File: src/rtl/div_share_arbiter_pkg.sv
// div_arb_pkg: shared types and helpers for the shared-divider arbiter.
//   DIV_DW        operand/result width of the divider core
//   DIV_LATENCY   default divider pipeline depth (ce-gated cycles)
//   tag_t         per-stage tag that travels alongside an op in the divider
//   rr_pick       round-robin one-hot pick starting at a pointer
//   onehot_idx    encoder for a one-hot vector
package div_arb_pkg;

  localparam int DIV_DW      = 32;
  localparam int DIV_LATENCY = 36;
  localparam int MAX_NREQ    = 8;
  localparam int ID_W        = 3;

  typedef struct packed {
    logic            vld;
    logic [ID_W-1:0] id;
    logic            dz;
  } tag_t;

  // First set bit of req at or after ptr, wrapping within the low n bits.
  function automatic logic [MAX_NREQ-1:0] rr_pick(input logic [MAX_NREQ-1:0] req,
                                                  input logic [ID_W-1:0]     ptr,
                                                  input int                  n);
    logic [MAX_NREQ-1:0] gnt;
    logic                found;
    logic [ID_W-1:0]     sel;
    gnt   = '0;
    found = 1'b0;
    for (int i = 0; i < MAX_NREQ; i++) begin
      sel = ID_W'((int'(ptr) + i) % n);
      if ((i < n) && !found && req[sel]) begin
        gnt[sel] = 1'b1;
        found    = 1'b1;
      end
    end
    return gnt;
  endfunction

  // Valid only for one-hot or all-zero input (all-zero yields 0).
  function automatic logic [ID_W-1:0] onehot_idx(input logic [MAX_NREQ-1:0] v);
    logic [ID_W-1:0] idx;
    idx = '0;
    for (int i = 0; i < MAX_NREQ; i++) begin
      if (v[i]) idx = idx | ID_W'(i);
    end
    return idx;
  endfunction

endpackage

File: src/rtl/div_share_arbiter_rr_arbiter.sv
// rr_arbiter: NREQ-wide round-robin arbiter with an internal rotating pointer.
//   clk, rst_n  clock, asynchronous active-low reset
//   req         request vector
//   en          arbitration enable; gnt is all-zero when low
//   gnt         one-hot grant (combinational from req/en/ptr)
// Every grant is taken by its requester in the same cycle, so the pointer
// advances to winner+1 whenever gnt is non-zero.
module rr_arbiter
  import div_arb_pkg::*;
#(
  parameter int NREQ = 4,
  localparam int PW  = (NREQ > 1) ? $clog2(NREQ) : 1
) (
  input  logic            clk,
  input  logic            rst_n,
  input  logic [NREQ-1:0] req,
  input  logic            en,
  output logic [NREQ-1:0] gnt
);

  logic [PW-1:0]       ptr;
  logic [PW-1:0]       ptr_nxt;
  logic [MAX_NREQ-1:0] pick;
  logic [ID_W-1:0]     win;

  always_comb begin
    pick    = rr_pick(MAX_NREQ'(req), ID_W'(ptr), NREQ);
    gnt     = en ? pick[NREQ-1:0] : '0;
    win     = onehot_idx(pick);
    ptr_nxt = PW'((int'(win) + 1) % NREQ);
  end

  always_ff @(posedge clk or negedge rst_n) begin
    if (!rst_n) begin
      ptr <= '0;
    end else if (|gnt) begin
      ptr <= ptr_nxt;
    end
  end

endmodule

File: src/rtl/div_share_arbiter.sv
// div_share_arbiter: shares one pipelined divider among NREQ requesters.
//   req_valid/req_ready/req_dividend/req_divisor   per-requester operand ports
//   rsp_valid/rsp_ready                             per-requester result handshake
//   rsp_quotient/rsp_fractional/rsp_divzero         result of the op at the tag head
//   div_ce/div_dividend/div_divisor                 to the divider core
//   div_quotient/div_fractional                     from the divider core
//   inflight                                        ops issued and not yet handed off
// Handshake: a transfer happens on a clock edge where valid & ready are both
// high; req_ready is a one-hot grant and may depend on req_valid; once valid
// is raised, the payload is held until that transfer.
// A tag pipeline of LATENCY stages shifts in lock-step with the divider
// (both gated by div_ce), so the tag head always describes the divider output.
module div_share_arbiter
  import div_arb_pkg::*;
#(
  parameter int NREQ     = 4,
  parameter int LATENCY  = DIV_LATENCY,
  parameter int DW       = DIV_DW,
  localparam int IFW     = $clog2(LATENCY + 2)
) (
  input  logic               clk,
  input  logic               rst_n,
  input  logic [NREQ-1:0]    req_valid,
  output logic [NREQ-1:0]    req_ready,
  input  logic [NREQ*DW-1:0] req_dividend,
  input  logic [NREQ*DW-1:0] req_divisor,
  output logic [NREQ-1:0]    rsp_valid,
  input  logic [NREQ-1:0]    rsp_ready,
  output logic [DW-1:0]      rsp_quotient,
  output logic [DW-1:0]      rsp_fractional,
  output logic               rsp_divzero,
  output logic               div_ce,
  output logic [DW-1:0]      div_dividend,
  output logic [DW-1:0]      div_divisor,
  input  logic [DW-1:0]      div_quotient,
  input  logic [DW-1:0]      div_fractional,
  output logic [IFW-1:0]     inflight
);

  tag_t            pipe [LATENCY];
  tag_t            head;
  logic            stall;
  logic            arb_en;
  logic [NREQ-1:0] gnt;
  logic            issue;
  logic            handoff;
  logic [ID_W-1:0] win_id;
  logic            op_dz;

  assign head = pipe[LATENCY-1];

  always_comb begin
    rsp_valid = '0;
    for (int i = 0; i < NREQ; i++) begin
      if (head.vld && (head.id == ID_W'(i))) rsp_valid[i] = 1'b1;
    end
  end

  assign rsp_quotient   = div_quotient;
  assign rsp_fractional = div_fractional;
  assign rsp_divzero    = head.vld & head.dz;

  // A held result freezes the whole divider so its output stays on rsp_*.
  assign stall   = |(rsp_valid & ~rsp_ready);
  assign div_ce  = ~stall;
  assign handoff = |(rsp_valid & rsp_ready);

  // No grant while reset is asserted so req_ready reads zero immediately.
  assign arb_en = ~stall & rst_n;

  rr_arbiter #(.NREQ(NREQ)) u_rr (
    .clk   (clk),
    .rst_n (rst_n),
    .req   (req_valid),
    .en    (arb_en),
    .gnt   (gnt)
  );

  assign req_ready = gnt;
  assign issue     = |gnt;
  assign win_id    = onehot_idx(MAX_NREQ'(gnt));

  always_comb begin
    div_dividend = '0;
    div_divisor  = '0;
    for (int i = 0; i < NREQ; i++) begin
      if (gnt[i]) begin
        div_dividend = req_dividend[i*DW +: DW];
        div_divisor  = req_divisor[i*DW +: DW];
      end
    end
  end

  assign op_dz = (div_divisor == '0);

  always_ff @(posedge clk or negedge rst_n) begin
    if (!rst_n) begin
      for (int k = 0; k < LATENCY; k++) pipe[k] <= '0;
    end else if (div_ce) begin
      pipe[0] <= '{vld: issue, id: win_id, dz: issue & op_dz};
      for (int k = 1; k < LATENCY; k++) pipe[k] <= pipe[k-1];
    end
  end

  always_ff @(posedge clk or negedge rst_n) begin
    if (!rst_n) begin
      inflight <= '0;
    end else begin
      case ({issue, handoff})
        2'b10:   inflight <= inflight + IFW'(1);
        2'b01:   inflight <= inflight - IFW'(1);
        default: inflight <= inflight;
      endcase
    end
  end

endmodule

File: config.mk
export PLATFORM = sky130hd
export DESIGN_NAME = div_share_arbiter
export DESIGN_NICKNAME = d
export VERILOG_FILES = /design/src/rtl/div_share_arbiter_pkg.sv /design/src/rtl/div_share_arbiter_rr_arbiter.sv /design/src/rtl/div_share_arbiter.sv
export SDC_FILE = /design/constraint.sdc
export NUM_CORES = 1
export LEC_CHECK = 0
export BUFFER_PORTS_ARGS = -buffer_cell sky130_fd_sc_hd__buf_4
export CAP_MARGIN = 20
export CORE_AREA = 2 2 187 189
export CTS_BUF_LIST = sky130_fd_sc_hd__clkbuf_4
export DETAILED_ROUTE_END_ITERATION = 8
export DIE_AREA = 0 0 189 191
export PLACE_DENSITY = 0.5
export RECOVER_POWER = 100
export REMOVE_ABC_BUFFERS = 1
export SETUP_SLACK_MARGIN = 0.3
export SLEW_MARGIN = 5
export SYNTH_ARGS = -nofsm -noshare
export SYNTH_HDL_FRONTEND = slang
export SYNTH_SLANG_ARGS = --single-unit
File: constraint.sdc
create_clock -name clk -period 5.3 [get_ports clk]
set_clock_uncertainty 0.2 [all_clocks]
set_input_delay 0 -clock clk [delete_from_list [all_inputs] [get_ports clk]]
set_output_delay 0 -clock clk [all_outputs]
set_load 0.02 [all_outputs]
; After elaboration in Yosys (flattened, before gate mapping)
; Cells that the tools add are included.
[word_totals]
output_inout_bits = 144
ff_bits = 188
word_cells = 211
[classes]
addsub = 6
n_reduce_logical = 23
n_eq_ne = 5
mux = 46
n_bitwise = 13
magnitude_cmp = 8
[op_table]
columns = cell, n
row1 = $mux 32, 8
row2 = $logic_not 32->1, 1
row3 = $mux 8, 3
row4 = $or 8x8->8, 3
row5 = $mux 1, 18
row6 = $lt 3x4->1 const B, 3
row7 = $mux 2, 6
row8 = $pmux 6 s2, 1
row9 = $reduce_or 4->1, 3
row10 = $logic_and 1x1->1, 11
row11 = $bmux 1 s3, 3
row12 = $demux 1 s3, 3
row13 = $ge 3x1->1 const B, 3
row14 = $and 4x4->4, 2
row15 = $mux 4, 2
row16 = $add 6x1->6 const B, 1
row17 = $eq 3x2->1 const B, 2
row18 = $reduce_or 2->1, 3
row19 = $sub 6x1->6 const B, 1
row20 = $add 2x1->2 const B, 2
row21 = $add 2x2->2 const B, 2
row22 = $lt 2x4->1 const B, 1
row23 = $not 4->4, 1
row24 = $and 1x1->1, 3
row25 = other kinds (11), 15

; Longest topological paths before layout
; Gate-level depths: netlist of the first run.
[logic_depth]
depth_word = 20
ltp_mapped = 19
mapped_depth_nobuf = 16

; Modules after synthesis
; From an unflattened synthesis of the first run, not the netlist that was laid out.
[unflattened]
cells_unflattened = 809
hier_area_um2 = 8555.7
[modules_own_cells]
columns = mod, instances, seq_area_each_um2, area_each_um2, cells_each
row1 = div_share_arbiter, 1, 3753.6, 8111.5, 764
row2 = rr_arbiter, 1, 50.0, 444.2, 45

; Worst setup path after synthesis of the first run
; OpenSTA, ideal clock, no wires.
[synth_path]
path_kind = register -> register
from = register u_rr.ptr[0]
to = register inflight[5]
synth_period_minus_slack_ns = 4.808
path_stages_with_launch = 19
setup_slack_ns = 0.492
required_ns = 4.970
arrival_ns = 4.478
cell_sequence = dfrtp_1 buf_2 inv_1 ha_1 mux4_2 nor2b_4 a22o_1 o31a_1 clkbuf_1 nor3_1 ha_1 ha_1 a21o_1 a21oi_1 o21bai_1 a21oi_1 xor2_1 nor2_1 xor2_1
[synth_between]
elab_chain_len = 17
elab_cells_between_ends = 59
[synth_lines]
columns = item, line
row1 = from (decl), div_share_arbiter_rr_arbiter.sv:21  ; logic [PW-1:0] ptr;
row2 = from (signal assigned), div_share_arbiter_rr_arbiter.sv:37  ; ptr <= ptr_nxt;
row3 = $add 2x1->2, div_share_arbiter_pkg.sv:30  ; sel = ID_W'((int'(ptr) + i) % n);
row4 = $reduce_or 2->1 (no line), --
row5 = $and 1x1->1 (no line), --
row6 = $lt 3x4->1 (implied by the code) (tied with other cells), div_share_arbiter_pkg.sv:32  ; gnt[sel] = 1'b1;
row7 = $logic_and 1x1->1 (implied by the code) or $mux 1 (tied branches), "div_share_arbiter_pkg.sv:32, div_share_arbiter_pkg.sv:31"
row8 = $mux 1 (implied by the code) or $logic_and 1x1->1 (tied branches), "div_share_arbiter_pkg.sv:32, div_share_arbiter_pkg.sv:31"
row9 = $demux 1 s3 or $mux 1 (tied branches), --
row10 = $or 8x8->8 (no line) or $logic_not 1->1 (tied branches), --
row11 = $mux 8 or $logic_and 1x1->1 (tied branches), div_share_arbiter_pkg.sv:31  ; if ((i < n) && !found && req[sel]) begin
row12 = $or 8x8->8 (no line) or $mux 1 (tied branches), --
row13 = $mux 8 or $logic_not 1->1 (tied branches), div_share_arbiter_pkg.sv:31
row14 = $or 8x8->8 (no line) or $logic_and 1x1->1 (tied branches), --
row15 = $mux 8 *, div_share_arbiter_pkg.sv:31
row16 = $mux 4 *, div_share_arbiter_rr_arbiter.sv:28  ; gnt = en ? pick[NREQ-1:0] : '0;
row17 = $reduce_or 4->1 *, div_share_arbiter.sv:80  ; assign issue = |gnt;
row18 = $eq 2x1->1 or $eq 2x2->1 (tied branches), div_share_arbiter.sv:109  ; case ({issue, handoff})
row19 = $pmux 6 s2 or $reduce_bool 2->1 (tied branches), --
row20 = to (signal assigned), div_share_arbiter.sv:110  ; 2'b10: inflight <= inflight + IFW'(1);
row21 = to (signal assigned), div_share_arbiter.sv:111  ; 2'b01: inflight <= inflight - IFW'(1);
row22 = to (signal assigned), div_share_arbiter.sv:112  ; default: inflight <= inflight;
row23 = to (decl), div_share_arbiter.sv:37  ; output logic [IFW-1:0] inflight
; Every way passes the cells marked *; elsewhere a longest branch is shown, timed or not. The select of a mux whose other input is x is not followed.
; A chain may end at the register's enable or synchronous reset.

; Worst setup path in the final report of the first run
[layout_path]
from = register u_rr.ptr[1]
to = register pipe[175] (netlist bit)
[layout_between]
elab_chain_len = 20
elab_cells_between_ends = 61
[layout_lines]
columns = item, line
row1 = $add 2x1->2, div_share_arbiter_pkg.sv:30
row2 = $reduce_or 2->1 (no line), --
row3 = $and 1x1->1 (no line), --
row4 = $lt 3x4->1 (implied by the code) (tied with other cells), div_share_arbiter_pkg.sv:32
row5 = $logic_and 1x1->1 (implied by the code) or $mux 1 (tied branches), "div_share_arbiter_pkg.sv:32, div_share_arbiter_pkg.sv:31"
row6 = $mux 1 (implied by the code) or $logic_and 1x1->1 (tied branches), "div_share_arbiter_pkg.sv:32, div_share_arbiter_pkg.sv:31"
row7 = $demux 1 s3 or $mux 1 (tied branches), --
row8 = $or 8x8->8 (no line) or $logic_not 1->1 (tied branches), --
row9 = $mux 8 or $logic_and 1x1->1 (tied branches), div_share_arbiter_pkg.sv:31
row10 = $or 8x8->8 (no line) or $mux 1 (tied branches), --
row11 = $mux 8 or $logic_not 1->1 (tied branches), div_share_arbiter_pkg.sv:31
row12 = $or 8x8->8 (no line) or $logic_and 1x1->1 (tied branches), --
row13 = $mux 8 *, div_share_arbiter_pkg.sv:31
row14 = $mux 4 *, div_share_arbiter_rr_arbiter.sv:28
row15 = $mux 32 (4 in a row), div_share_arbiter.sv:87  ; if (gnt[i]) begin
row16 = $logic_not 32->1, div_share_arbiter.sv:94  ; assign op_dz = (div_divisor == '0);
row17 = $and 1x1->1 *, div_share_arbiter.sv:100  ; pipe[0] <= '{vld: issue, id: win_id, dz: issue & op_dz};
row18 = to (decl), div_share_arbiter.sv:40  ; tag_t pipe [LATENCY];
; Marked as above.

==> flow_summary.yaml, run 1 <==
worst_setup_path:
  reg2reg_depth: 13
  end_kind: "flip-flop"
  cp_data_arrival_time_ps: 5270
  rrSetupSlack_ps: 310
  crit_chain: "inv_1 -> ha_1 -> mux4_2 -> nor2b_1 -> a22o_1 -> o31a_1 -> buf_4 -> and2_2 -> a221oi_1 -> dlygate4sd3_1 -> o22ai_1 -> nor4_1 -> a32o_1"
  crit_buf_inv: 3
  rr_startpoint: "u_rr.ptr[1]"
  r2r_end: "pipe[175]"
  critical_path.top_delay_family: "compound AO/OA/AOI/OAI gates"
  start_kind: "flip-flop"
  path_class: "flip-flop to flip-flop"
  cpMaxStageDelayCell: "dlygate4sd3_1"
  path_max_fanout: 22
  cp_data_required_time_ps: 5580
  critical-path-max-stage-delay_ps: 670
power:
  total_power_mw: 6.68
  leakagePower_nw: 6.39
  vdd_drop_max_uv: 372
  power_density_nw_per_um2: 532
clocking:
  tritoncts.num_buffers: 17
  insertion_delay_ps: 550
  clkSinkCount: 152
  clock_path_buffers: 2
  root_buffer: "clkbuf_4"
  htreeDepth: 4
  clk_pin_slew_worst_paths_ps: 150
  cts_tree: "yes"
global_route:
  grt_pass1_vias: 9506
  grtUsageTotal_pct: 23.5
  grt.overflow.total: 0
  antenna_found_initial: 9
  grt_max_degree: 93
  grt_pass1_wl_um: 62800
sta:
  hold-worst-slack_ps: 66.9
  fin_ws_ps: 309
  tightest_slew_ps: 2040
  fmax_mhz: 200
  maxSlewHeadroom_pct: -36.3
  final_hold_viol_count: 0
  rsz0062_at_grt: "yes"
  finalMaxSlewViolations: 194
  finalCritPeriodShare_pct: 94.2
  setup_viol: 0
  min_period_ps: 4990
layout:
  n_fill_cell: 3629
  drive_above_1_share_pct: 24.1
  syn2layout_area_growth_pct: 43.7
  fin_nets: 1801
  instances_no_fill: 1938
routing:
  num_vias: 9488
  drt_pass1_iterations: 5
  viasPerCell: 4.90
  route.detailed.drc: 0
  drt_iter0_markers: 748
  antenna_left: 0
  routedWlPerCell_um: 22.3
  wirelength_um: 43200
logic_synthesis:
  synth_compound_area_share_pct: 16.6
  synth_edf_count: 0
  muxShareOfSynthArea_pct: 0.988
  async_reset_ff_share_pct: 100
  synthXorXnorAreaFrac_pct: 0.702
  synthSimpleGateAreaFrac_pct: 25.9
  ys.flop_type: "dfrtp_1"
  yosys_register_bits: 152
  yosysSeqAreaShare_pct: 43.5
  syn-instance-count: 1090
  synth_top_area_cell: "dfrtp_1"
  synth_cell_types: 64
  synth_top_family_by_area: "simple AND/OR/NAND/NOR gates"
  ys_warn_count: 0
  yosys.area.top_type_share_pct: 43.5
  netlist_top_cells_area: "dfrtp_1 44%, nand2_1 19%, buf_4 5.5%, a221oi_1 5.4%, o22ai_1 3.2%"
  synth_area_per_cell_sq_um: 8.01
  syn_area_sq_um: 8740
  synth-adder-area-share_pct: 1.80
placement:
  numPortBuffers: 345
  dp_hpwl_um: 33100
  pre_cts_slack_ps: 547
  dpl.cell_count: 1772
  place.gp.congestion: 0.946
run_status:
  failed_checks: "max-capacitance violations, max-slew violations"
  status: "complete, but fails checks"
worst_hold_path:
  hold_path_depth: 5
  min_from: "req_divisor[69]"
  worstHoldEndpoint: "pipe[175]"
  hold_class: "input pin to flip-flop"
floorplanning:
  die_width_um: 189
  start_util_pct: 25.6
  die_area_sq_um: 36100
  io_pins: 474
  row_count: 68
  core_area_sq_um: 34100
  die_h_um: 191
flow_run:
  maxCapViolations: 3
sequential cells by signal, indices dropped and copies added (netlist names):
| signal | flops |
|---|---|
| u_rr.ptr | 2 |
| inflight | 6 |
| head | 4 |
| pipe | 140 |
worst reg2reg max path: stages, from the launching register on:
cell           delay [ps]
dfrtp_1               530
inv_1                 140
ha_1                  380
mux4_2                640
nor2b_1               220
a22o_1                190
o31a_1                280
buf_4                 220
and2_2                320
a221oi_1              510
dlygate4sd3_1         670
o22ai_1               100
nor4_1                300
a32o_1                210
placed cells by master (no fill, tap or decap), types with 17 or more instances in the layout:
cell type      count
nand2_1          433
nand3_1           17
inv_1             25
buf_4            298
o22ai_1           44
dfrtp_1          151
clkbuf_1          67
nor2_1            64
dlygate4sd3_1    118
a221oi_1          54
clkbuf_4          19
per-stage QoR:
stage | cell area [sq um] | utilization [%] | setup TNS, ps
floorplan | 7920 | - | -167680
global placement | 11300 | 33.0 | 0
detailed placement | 11300 | 33.0 | 0
CTS | 12800 | 37.4 | 0
global route | 12500 | 36.8 | 0
finish | 12500 | 36.8 | 0
synth_stat cells (3+ instances only):
master and n:
a211oi_1 3, a21o_1 15, a21oi_1 14, a221oi_1 54
a22oi_1 4, and2_1 7, and3_1 3, buf_1 9
buf_2 12, buf_4 64, buf_6 5, clkbuf_1 49
dfrtp_1 152, ha_1 11, inv_1 24, mux2i_1 3
nand2_1 434, nand2b_1 5, nand3_1 17, nor2_1 64
nor2b_1 6, nor3_1 8, nor3b_1 3, nor4_1 6
o21ai_0 6, o221ai_1 3, o22ai_1 44, o31ai_1 15
xnor2_1 4, xor2_1 3
power breakdown:
| group | leakage, nW | switching, mW | internal, mW | total (mW) |
|---|---|---|---|---|
| clock | 0.161 | 0.463 | 0.307 | 0.770 |
| sequential | 2.03 | 0.185 | 1.48 | 1.66 |
| combinational | 4.19 | 2.77 | 1.47 | 4.24 |
final cells by class:
class                      count  area (sq um)  area share (%)
multi-input combinational    773          4030            32.1
sequential                   152          3800            30.3
timing repair buffer         489          3710            29.5
tap                          455           569            4.54
clock inverter                13           166            1.33
clock buffer                  19           143            1.14
inverter                      26           100           0.798
antenna                       11          27.5           0.219
worst max-delay path by stage:
stage / end / start / slack [ps] / cells past startpoint
floorplan: pipe[175] / head[1] / -3010 / 11
global placement: inflight[5] / u_rr.ptr[0] / 600 / 16
detailed placement: inflight[5] / u_rr.ptr[0] / 550 / 16
CTS: div_divisor[18] / u_rr.ptr[0] / 320 / 11
global route: div_dividend[2] / u_rr.ptr[1] / 150 / 12
finish: pipe[175] / u_rr.ptr[1] / 310 / 13
metal layers:
layer | part of all wire, % | routed length, um | GRT usage [%]
met1 | 40 | 17100 | 29.2
met2 | 48 | 20600 | 39.2
met3 | 11 | 4560 | 7.91
met4 | 2.0 | 868 | 5.77
met5 | 0 | 0 | 0
logic make-up (layout without fill, tap and decap cells):
group / after synthesis / in the layout
muxes: 6 / 6
DFF: 152 / 152
adders and majority gates: 12 / 12
and+or+nand+nor: 561 / 561
xor gates and xnor gates: 7 / 7
buffers and inverters: 165 / 547
other: 0 / 11
AOI/OAI and AO/OA: 187 / 187
what timing repair did:
item / 4_1_cts / 5_1_grt
pin swaps: 0 / 0
setup buffers: 0 / 4
hold buffers: 119 / 0
gates resized for setup: 1 / 4
setup endpoints to repair: 1 / 14
endpoints found under the hold margin: 180 / 0
(Power assumes the default switching activity.)
==> inputs of run 2 (changes only) <==
Settings changed: ABC_AREA from default to 1, CORE_AREA 2 2 187 189 to 2 2 183 185, DIE_AREA 0 0 189 191 to 0 0 185 187, PLACE_DENSITY 0.5 to 0.55.
==> run 2 against run 1 <==
Compared with the run above:
- the run still ends with max-capacitance violations, max-slew violations left
- sequential power rose by 7%
- clock power fell by 14%
- sequential cell count did not move
- largest power group unchanged
- critical path depth fell by 7
==> flow_summary.yaml, run 2 <==
global_route:
  grt_pass1_wl_um: 56500
  grt.overflow.total: 0
  antenna_found_initial: 3
  grt_pass1_vias: 10029
  grtUsageTotal_pct: 20.8
  grt_max_degree: 88
routing:
  antenna_left: 0
  viasPerCell: 4.59
  num_vias: 10153
  drt_iter0_markers: 647
  route.detailed.drc: 0
  wirelength_um: 36700
  routedWlPerCell_um: 16.6
  drt_pass1_iterations: 5
placement:
  pre_cts_slack_ps: 1030
  numPortBuffers: 345
  dp_hpwl_um: 28100
  dpl.cell_count: 2046
  place.gp.congestion: 0.834
worst_setup_path:
  path_class: "flip-flop to flip-flop"
  crit_chain: "nor3_1 -> a22oi_1 -> nand2_1 -> clkbuf_1 -> buf_4 -> o21ai_0"
  cp-endpoint: "pipe[134]"
  start_kind: "flip-flop"
  crit_buf_inv: 2
  crit_start: "head[2]"
  cp_data_arrival_time_ps: 4950
  end_kind: "flip-flop"
  r2r_end: "pipe[134]"
  rrSetupSlack_ps: 540
  critical-path-max-stage-delay_ps: 2220
  path_max_fanout: 71
  rr_startpoint: "head[2]"
  cpMaxStageDelayCell: "clkbuf_1"
  reg2reg_depth: 6
  path_depth: 6
  critical_path.top_delay_family: "buffers and inverters"
  cp_data_required_time_ps: 5490
floorplanning:
  die_area_sq_um: 34600
  die_h_um: 187
  start_util_pct: 29.3
  die_width_um: 185
  io_pins: 474
  row_count: 67
  core_area_sq_um: 32900
logic_synthesis:
  netlist_top_cells_area: "dfrtp_1 40%, nand2_1 23%, buf_4 5.6%, inv_1 5.4%, nor2_1 3.5%"
  ys_warn_count: 0
  syn_area_sq_um: 9620
  yosys.cell_count.top_type: "nand2_1"
  synth_edf_count: 0
  yosys_register_bits: 152
  async_reset_ff_share_pct: 100
  yosys.area.top_type_share_pct: 39.5
  syn-instance-count: 1375
  yosysSeqAreaShare_pct: 39.5
  ys.flop_type: "dfrtp_1"
  synth_cell_types: 43
  synthTopCellsByCount: "592 x nand2_1, 152 x dfrtp_1, 139 x inv_1"
  synth_top_area_cell: "dfrtp_1"
  synth_area_per_cell_sq_um: 7.00
sta:
  finalCritPeriodShare_pct: 89.8
  setup_viol: 0
  fmax_mhz: 210
  fin_ws_ps: 541
  tightest_slew_ps: 3080
  hold-worst-slack_ps: 39.0
  finalMaxSlewViolations: 285
  final_hold_viol_count: 0
  min_period_ps: 4760
  finalSetupTns_ps: 0
  rsz0062_at_grt: "no"
  maxSlewHeadroom_pct: -105
layout:
  syn2layout_area_growth_pct: 39.1
  final_cell_mix: "595 x nand2_1, 295 x buf_4, 151 x dfrtp_1"
  instances_no_fill: 2213
  layout_commonest_cell: "nand2_1"
  drive_above_1_share_pct: 21.2
  fin_nets: 2092
  finish.utilization_pct: 40.7
  largest-register: "pipe"
  largest_register_ffs: 140
clocking:
  clock_path_buffers: 2
  htreeDepth: 4
  insertion_delay_ps: 530
  tritoncts.num_buffers: 17
  cts_tree: "yes"
  clkSinkCount: 152
  clk_pin_slew_worst_paths_ps: 130
  root_buffer: "clkbuf_4"
  postCtsSetupBuffers: 0
run_status:
  status: "complete, but fails checks"
  failed_checks: "max-capacitance violations, max-slew violations"
power:
  power_density_nw_per_um2: 596
  leakagePower_nw: 7.38
  vdd_drop_max_uv: 386
worst_hold_path:
  hold_class: "input pin to flip-flop"
flow_run:
  maxCapViolations: 5
## run 2: changes by cell type after synthesis, sizes merged, moves of 16 or more
cell,before,now
nand2,434,604
clkbuf,49,33
a21oi,14,38
a221oi,56,32
nor2,65,95
inv,26,141
nand3,17,61
o22ai,44,2
o21ai,7,40
## run 2: metrics by stage
step                power, mW  instance area [sq um]
finish                   7.97                  13400
global route             8.73                  13400
CTS                      8.40                  13700
detailed placement       7.19                  12100
global placement         7.17                  12100
floorplan                5.15                   8770
## run 2: area by class of cell
class | count | area (sq um)
diodes | 2 | 5.00
clock buffers | 20 | 150
clock inverters | 12 | 103
fillers | 3593 | 19500
inverters | 150 | 563
multi-input cells | 937 | 4410
flip-flops and latches | 152 | 3800
well taps | 448 | 561
repair buffers | 492 | 3790
## run 2: worst min-delay path by stage
stage | from | end | slack (ps) | cells after the start
after global placement | rst_n | pipe[6] | -200 | 1
final | rsp_ready[3] | inflight[0] | 40 | 5
after detailed placement | rst_n | pipe[6] | -200 | 1
after CTS | rsp_ready[3] | inflight[0] | 10 | 5
after floorplan | rst_n | head[0] | -500 | 0
after global routing | req_divisor[31] | pipe[175] | 40 | 10
## run 2: cell families after synthesis
logic type                 share of synthesized area, %
AOI/OAI and AO/OA                                  11.2
buffers and inverters                              14.7
xor gates and xnor gates                          0.182
and+or+nand+nor                                    32.7
adders and majority gates                          1.64
DFF                                                39.5
## run 2: tightest hold or removal path, delay by kind of cell
family | cells | cell delay, ps
buffers and inverters | 1 | 100
adder cells (fa/ha/maj) | 1 | 290
XOR/XNOR | 1 | 90
AO/OA/AOI/OAI | 2 | 250
## run 2: report_power, final
part | total (mW) | internal, mW | switching, mW
combinational | 5.53 | 1.99 | 3.54
sequential | 1.78 | 1.55 | 0.231
clock | 0.664 | 0.246 | 0.417
total | 7.97 | 3.78 | 4.19
## run 2: metal layers
metal / global-route usage (%) / wire length, um / vias up
met2: 37.7 / 18700 / 349
met5: 0 / 13 / -
met4: 4.64 / 904 / 2
met3: 4.93 / 2420 / 47
met1: 24.8 / 14700 / 4795
li1: - / - / 4960
## run 2: repair_timing
action / 4_1_cts / 5_1_grt
hold buffers: 133 / 0
hold endpoints to repair: 219 / 0
endpoints found under the setup margin: 0 / 8
resized for setup: 0 / 5
